===== config.mk =====
export PLATFORM = sky130hd
export DESIGN_NAME = seven_seg_scanner
export DESIGN_NICKNAME = d
export VERILOG_FILES = /design/src/rtl/seven_seg_pkg.sv /design/src/rtl/seven_seg_scanner_tick_gen.sv /design/src/rtl/seven_seg_scanner.sv
export SDC_FILE = /design/constraint.sdc
export NUM_CORES = 1
export LEC_CHECK = 0
export CAP_MARGIN = 40
export CORE_MARGIN = 2
export CORE_UTILIZATION = 36
export CTS_CLUSTER_SIZE = 12
export DETAILED_ROUTE_END_ITERATION = 8
export HOLD_SLACK_MARGIN = 0.03
export PLACE_DENSITY_LB_ADDON = 0.3
export REMOVE_ABC_BUFFERS = 1
export SLEW_MARGIN = 15
export SYNTH_ARGS = -nofsm -noshare
export SYNTH_HDL_FRONTEND = slang
export SYNTH_SLANG_ARGS = --single-unit

===== constraint.sdc =====
create_clock -name clk -period 3.6 [get_ports clk]
set_clock_uncertainty 0.15 [all_clocks]
set_input_delay 0.54 -clock clk [delete_from_list [all_inputs] [get_ports clk]]
set_output_delay 0.54 -clock clk [all_outputs]
set_load 0.01 [all_outputs]

===== src/rtl/seven_seg_pkg.sv =====
// Shared types and constants for the seven-segment scan driver.
// Leading-zero suppression is selected by SEVEN_SEG_LZ_SUPPRESS_EN in seven_seg_scanner.
package seven_seg_pkg;

    typedef enum logic {
        SCAN_GAP  = 1'b0,
        SCAN_SHOW = 1'b1
    } scan_state_e;

    localparam int DEF_NUM_DIGITS   = 4;
    localparam int DEF_REFRESH_DIV  = 50000;
    localparam int DEF_BLANK_CYCLES = 500;

    localparam int MAX_DIGITS = 8;
    localparam logic [MAX_DIGITS-1:0] ANODE_OFF = '1;

    // True when digit k is a leading zero: k > 0 and it and every higher nibble are zero.
    function automatic logic lz_blank(input logic [4*MAX_DIGITS-1:0] val, input int unsigned k);
        return (k != 0) && ((val >> (4 * k)) == '0);
    endfunction

endpackage


===== src/rtl/seven_seg_scanner_tick_gen.sv =====
// Slot counter for the scan driver: flags the last cycle of a slot and of its blanking gap.
module scan_tick_gen
    import seven_seg_pkg::*;
#(
    parameter int REFRESH_DIV  = DEF_REFRESH_DIV,
    parameter int BLANK_CYCLES = DEF_BLANK_CYCLES
) (
    input  logic clk,
    input  logic rst,
    output logic slot_end,
    output logic gap_end
);

    localparam int CNT_W = $clog2(REFRESH_DIV);

    logic [CNT_W-1:0] cnt_q;
    logic [CNT_W-1:0] cnt_d;

    assign slot_end = (cnt_q == CNT_W'(REFRESH_DIV - 1));

    generate
        if (BLANK_CYCLES == 0) begin : g_no_gap
            assign gap_end = 1'b0;
        end else begin : g_gap
            assign gap_end = (cnt_q == CNT_W'(BLANK_CYCLES - 1));
        end
    endgenerate

    always_comb begin
        cnt_d = slot_end ? '0 : cnt_q + 1'b1;
    end

    // NOTE: sequential state uses non-blocking assignments so every register
    // samples pre-edge values, independent of process evaluation order.
    always_ff @(posedge clk or posedge rst) begin
        if (rst) begin
            cnt_q <= '0;
        end else begin
            cnt_q <= cnt_d;
        end
    end

endmodule


===== src/rtl/seven_seg_scanner.sv =====
// Time-multiplexed common-anode seven-segment scan driver with frame-aligned value updates.
// Define SEVEN_SEG_LZ_SUPPRESS_EN to blank leading-zero digits.
module seven_seg_scanner
    import seven_seg_pkg::*;
#(
    parameter int NUM_DIGITS   = DEF_NUM_DIGITS,
    parameter int REFRESH_DIV  = DEF_REFRESH_DIV,
    parameter int BLANK_CYCLES = DEF_BLANK_CYCLES
) (
    input  logic                    clk,
    input  logic                    rst,
    input  logic [4*NUM_DIGITS-1:0] value_in,
    input  logic                    load,
    input  logic [NUM_DIGITS-1:0]   digit_en,
    output logic [3:0]              hex_value,
    output logic [NUM_DIGITS-1:0]   anode_n,
    output logic                    frame_done
);

    localparam int IDX_W = $clog2(NUM_DIGITS);
    localparam logic [IDX_W-1:0] IDX_LAST = IDX_W'(NUM_DIGITS - 1);
    localparam scan_state_e SLOT_ENTRY = (BLANK_CYCLES == 0) ? SCAN_SHOW : SCAN_GAP;

    logic                    slot_end;
    logic                    gap_end;

    scan_state_e             state_q, state_d;
    logic [IDX_W-1:0]        idx_q, idx_d;
    logic [4*NUM_DIGITS-1:0] s_q, s_d;
    logic [4*NUM_DIGITS-1:0] d_q, d_d;
    logic [3:0]              hex_q, hex_d;
    logic [NUM_DIGITS-1:0]   anode_q, anode_d;
    logic                    frame_q, frame_d;
    logic                    lz;

    scan_tick_gen #(
        .REFRESH_DIV  (REFRESH_DIV),
        .BLANK_CYCLES (BLANK_CYCLES)
    ) u_tick (
        .clk      (clk),
        .rst      (rst),
        .slot_end (slot_end),
        .gap_end  (gap_end)
    );

    // Outputs are registered from next-state values so they move on the same
    // edge as the slot counter and the decoder input settles during the gap.
    // NOTE: every variable gets a default first so no path leaves it unassigned
    // and no latch is inferred.
    always_comb begin
        state_d = state_q;
        idx_d   = idx_q;
        d_d     = d_q;
        frame_d = 1'b0;
        s_d     = load ? value_in : s_q;

        if (slot_end) begin
            state_d = SLOT_ENTRY;
            if (idx_q == IDX_LAST) begin
                idx_d   = '0;
                d_d     = s_q;
                frame_d = 1'b1;
            end else begin
                idx_d = idx_q + 1'b1;
            end
        end else if (state_q == SCAN_GAP && gap_end) begin
            state_d = SCAN_SHOW;
        end

        hex_d = d_d[4*idx_d +: 4];

`ifdef SEVEN_SEG_LZ_SUPPRESS_EN
        lz = lz_blank(32'(d_d), 32'(idx_d));
`else
        lz = 1'b0;
`endif

        anode_d = ANODE_OFF[NUM_DIGITS-1:0];
        if (state_d == SCAN_SHOW && digit_en[idx_d] && !lz) begin
            anode_d[idx_d] = 1'b0;
        end
    end

    always_ff @(posedge clk or posedge rst) begin
        if (rst) begin
            state_q <= SLOT_ENTRY;
            idx_q   <= '0;
            s_q     <= '0;
            d_q     <= '0;
            hex_q   <= '0;
            anode_q <= ANODE_OFF[NUM_DIGITS-1:0];
            frame_q <= 1'b0;
        end else begin
            state_q <= state_d;
            idx_q   <= idx_d;
            s_q     <= s_d;
            d_q     <= d_d;
            hex_q   <= hex_d;
            anode_q <= anode_d;
            frame_q <= frame_d;
        end
    end

    assign hex_value  = hex_q;
    assign anode_n    = anode_q;
    assign frame_done = frame_q;

endmodule


Yosys cells after proc, flatten, opt, wreduce, memory -nomap -nowiden
Cells that the tools add are included.
Storage, ports and cells
  register bits after elaboration: 60
  input bits: 23
  output and inout port bits: 9
  logic and storage cells: 35
Operators by class
  add/subtract/negate cells: 2
  order comparisons: 2
  eq/ne operators: 3
  shift-type cells: 1
  mux-type cells: 14
  bitwise logic cells: 2
  reductions and logical operators: 3
Operator list (number)
  $mux 16: 3
  $add 16x1->16 const B: 1
  $eq 16x16->1 const B: 1
  $eq 16x9->1 const B: 1
  $shiftx 16x5->4: 1
  $mux 1: 6
  $mux 2: 2
  $mux 4: 1
  $not 4->4: 1
  $logic_and 1x1->1: 3
  $lt 2x3->1 const B: 1
  $add 2x1->2 const B: 1
  $bmux 1 s2: 1
  $demux 1 s2: 1
  $eq 2x2->1 const B: 1
  $ge 2x1->1 const B: 1
  $not 1->1: 1

Logic depth before layout (Yosys ltp)
  word-level depth: 9
  mapped depth: 8
  mapped depth without buffers: 7

Modules after synthesis
Synthesis repeated with hierarchy kept, for this count alone.
Unflattened totals
  cell total of the unflattened synthesis: 204
  area, all modules: 2666.3 um2
By module, submodules not included
  seven_seg_scanner: instances 1, cells an instance 130, area each 1886.8 um2, sequential area each 1106.1 um2
  scan_tick_gen: instances 1, cells an instance 74, area each 779.5 um2, sequential area each 400.4 um2

Worst setup path after synthesis
Ideal clock, no wire load.
  kind: register -> register
  start: reg u_tick.cnt_q[11]
  end: reg hex_q[0] (netlist: hex_value[0])
  library setup time: 0.125 ns
  arrival time: 2.437 ns
  required time: 3.325 ns
  setup slack: 0.889 ns
  stages on the path, launching flop included: 9
  buffers on the path: 2
  period minus slack after synthesis: 2.711 ns
  cells stage by stage: dfrtp_1 -> nor4_4 -> nand3_2 -> or4_4 -> buf_6 -> buf_12 -> mux2_4 -> mux2_2 -> mux2_2
On the way
  cells in the longest elaborated chain, start to end: 3
  elaborated cells between the ends (all ways): 4
  those cells by class: eq/ne (1); shift (1); mux (2)
Ends and longest elaborated chain
  from (decl): RTL line seven_seg_scanner_tick_gen.sv:16  | logic [CNT_W-1:0] cnt_q;
  from (signal assigned): RTL line seven_seg_scanner_tick_gen.sv:39  | cnt_q <= cnt_d;
  $eq 16x16->1: RTL line seven_seg_scanner_tick_gen.sv:19  | assign slot_end = (cnt_q == CNT_W'(REFRESH_DIV - 1));
  $mux 16: RTL line seven_seg_scanner.sv:57  | if (slot_end) begin
  via d_d[4]: RTL line seven_seg_scanner.sv:30  | logic [4*NUM_DIGITS-1:0] d_q, d_d;
  $shiftx 16x5->4: RTL line seven_seg_scanner.sv:70  | hex_d = d_d[4*idx_d +: 4];
  via hex_d[0]: RTL line seven_seg_scanner.sv:31  | logic [3:0] hex_q, hex_d;
  to (signal assigned): RTL line seven_seg_scanner.sv:90  | hex_q <= '0;
  to (signal assigned): RTL line seven_seg_scanner.sv:98  | hex_q <= hex_d;
  to (decl): RTL line seven_seg_scanner.sv:31
The timed path passes the listed nets, and every way through them passes these cells.
A chain may end at the register's enable or synchronous reset.

Worst setup path after layout
  start: reg u_tick.cnt_q[11]
  end: reg hex_q[2] (netlist: hex_value[2])
The elaborated chain is that of the path after synthesis.

==> flow_metrics.tcl <==
set metrics [dict create \
    antenna_cells 0 \
    finalSetupTns_ns 0 \
    clk_pin_slew_ns 0.07 \
    cp-start-kind "register" \
    finalHoldWorstSlack_ns 0.3431 \
    worstPathRequired_ns 3.67 \
    final_nets 247 \
    ys.flop_type "dfrtp_1" \
    rr_endpoint "hex_value[2]" \
    crit_arrival_ns 2.83 \
    vias 1501 \
    yosys-top-cells-area "dfrtp_1, mux2_2, mux2_4, dfstp_2, xnor2_1" \
    synth_largest_area_cell "dfrtp_1" \
    wirelength_um 4397 \
    path_class "register to register" \
    clock-sinks 60 \
    synthCells 182 \
    synth.avg_cell_area_um2 14.07 \
    clk_latency_ns 0.34 \
    endpoint_kind "register" \
    setup_violations 0 \
    synth_async_sr_flop_share_pct 100.0 \
    overflow 0 \
    area_growth_pct 22.63 \
    clock_path_buffers 2 \
    hp-class "register to register" \
    ys_warn_count 0 \
    fmax_mhz 363.1 \
    place_hpwl_um 2872 \
    endpoint "hex_value[2]" \
    pwr_density_cell_mw_per_mm2 414.9 \
    yosys.cell_types.count 30 \
    stdcell_area_mm2 0.003139 \
    ys_ff_latch 60 \
    numPortBuffers 31 \
    grt_start_max_net_pins 61 \
    start_util_pct 37.47 \
    synth_edf_count 0 \
    ir_drop_mv 0.2003 \
    die_h_um 88.33 \
    rows 30 \
    finalHoldViolCount 0 \
    ctsResizeCount 0 \
    dpl_cell_area_mm2 0.002963 \
    gp_congestion 0.7840 \
    wl_per_cell_um 13.66 \
    drive_above_1_share_pct 32.74 \
    drt-initial-drc-count 79 \
    viasPerCell 4.661 \
    r2r_start "u_tick.cnt_q[11]" \
    synth_commonest_cells "dfrtp_1, mux2_2, nor2_1, mux2_4, xnor2_1" \
    fin_crit_ns 2.754 \
    coreArea_mm2 0.006832 \
    grt_pass1_vias 1567 \
    synth.top_cell.area_share_pct 54.74 \
    ios 32 \
    grt_first_pass_wirelength_um 7603 \
    p_leak_nw 1.441 \
    cap_violations 0 \
    ff2ff_path_depth 6 \
    fin_crit_sh_pct 76.51 \
    ys_seq_area_share_pct 58.85 \
    holdBufCountCts 0 \
    drc_errors 0 \
    postCtsSetupBuffers 0 \
    die_w_um 88.33 \
    yosysMostFrequentCell "dfrtp_1" \
    rrSetupSlack_ns 0.85 \
    h-tree-depth 3 \
    ant_nets 0 \
    grtUsageTotal_pct 13.26 \
    layout.cells.non_filler 322 \
    dieArea_mm2 0.007801 \
    antenna_found_initial 0 \
    critPathMaxFanout 16 \
    slew_headroom_pct 49.55 \
    status "finished, final reports clean" \
    grt_setup_unrepaired "no" \
    max_slew.worst_pin.slew_ns 0.7357 \
    crit_start "u_tick.cnt_q[11]" \
    syn_area_mm2 0.002560 \
    drt_first_pass_iters 4 \
    clock-root-buffer "clkbuf_8" \
    dp_cells 306 \
    slew_viol_final 0 \
    cts_made_buffers 9 \
    cts_tree "yes" \
]
-- power breakdown --
group / internal [W] / switching (W)
clock: 0.000266 / 0.000274
sequential: 0.000692 / 0.00000945
combinational: 0.0000378 / 0.0000228
-- cells by family after synthesis --
| group | Yosys count | share of synthesized area [%] |
|---|---|---|
| adders and majority gates | 3 | 1.466 |
| buffers and inverters | 11 | 2.541 |
| muxes | 46 | 21.60 |
| AOI/OAI and AO/OA | 1 | 0.2445 |
| and+or+nand+nor | 47 | 10.51 |
| DFF | 60 | 58.85 |
| xor gates and xnor gates | 14 | 4.790 |
-- critical path: stages, from the launching register on --
cell and delay, ns:
dfrtp_1 0.44, nor4_4 0.32, nand3_2 0.14, or4_4 0.71, mux2_4 0.36, mux2_2 0.26
mux2_2 0.26
-- how the worst min path moves through the flow --
stage	start	to	slack, ns	depth (start not counted)
3_5_place_dp	d_q[3]	d_q[3]	0.33	1
6_report	d_q[3]	d_q[3]	0.34	1
3_3_place_gp	d_q[6]	d_q[6]	0.33	1
2_1_floorplan	u_tick.cnt_q[7]	u_tick.cnt_q[7]	0.31	1
4_1_cts	d_q[3]	d_q[3]	0.35	1
5_1_grt	d_q[10]	d_q[10]	0.37	1
-- cell type report --
class | instances | area (um^2)
Multi-Input combinational cell | 111 | 988.4
Timing Repair Buffer | 33 | 325.3
Clock inverter | 6 | 38.79
Sequential cell | 60 | 1506
Clock buffer | 10 | 137.6
Inverter | 6 | 22.52
Fill cell | 652 | 3692
Tap cell | 96 | 120.1
-- flip-flops by register name, summed over array words and instances (netlist names) --
signal / cells
hex_value: 4
s_q: 16
frame_done: 1
u_tick.cnt_q: 16
d_q: 16
anode_n: 4
state_q: 1
idx_q: 2
-- cells in the final DEF, fill, tap and decap left out, drive strengths merged, types with 2 or more instances in the layout --
cell / synthesis / routed
clkinv: 0 / 3
or4: 2 / 2
clkbuf: 2 / 10
nand4: 8 / 8
nor2: 18 / 18
nor3: 2 / 2
clkdlybuf4s50: 0 / 31
mux2i: 2 / 2
inv: 6 / 7
dfrtp: 56 / 56
ha: 3 / 3
mux2: 44 / 44
nand2: 4 / 4
xor2: 5 / 5
nand3: 7 / 7
dfstp: 4 / 4
clkinvlp: 0 / 2
xnor2: 9 / 9
buf: 3 / 2
-- through the flow --
step                setup WS [ns]  power (W)  util (%)
global route               0.6690   0.001365     45.95
finish                     0.8456   0.001302     45.95
CTS                        0.8287   0.001328     45.95
floorplan                  0.8075  0.0007400         -
global placement           0.8419  0.0007764     43.37
detailed placement         0.8495  0.0007769     43.37
-- per-layer routing --
layer	vias to the layer above	wire length [um]	global-route usage (%)
li1	714	-	-
met5	-	0	0
met1	750	2153	18.01
met2	30	1949	18.46
met3	7	204	5.784
met4	0	89	5.785
Note: power is estimated with default switching activity, not from simulation.
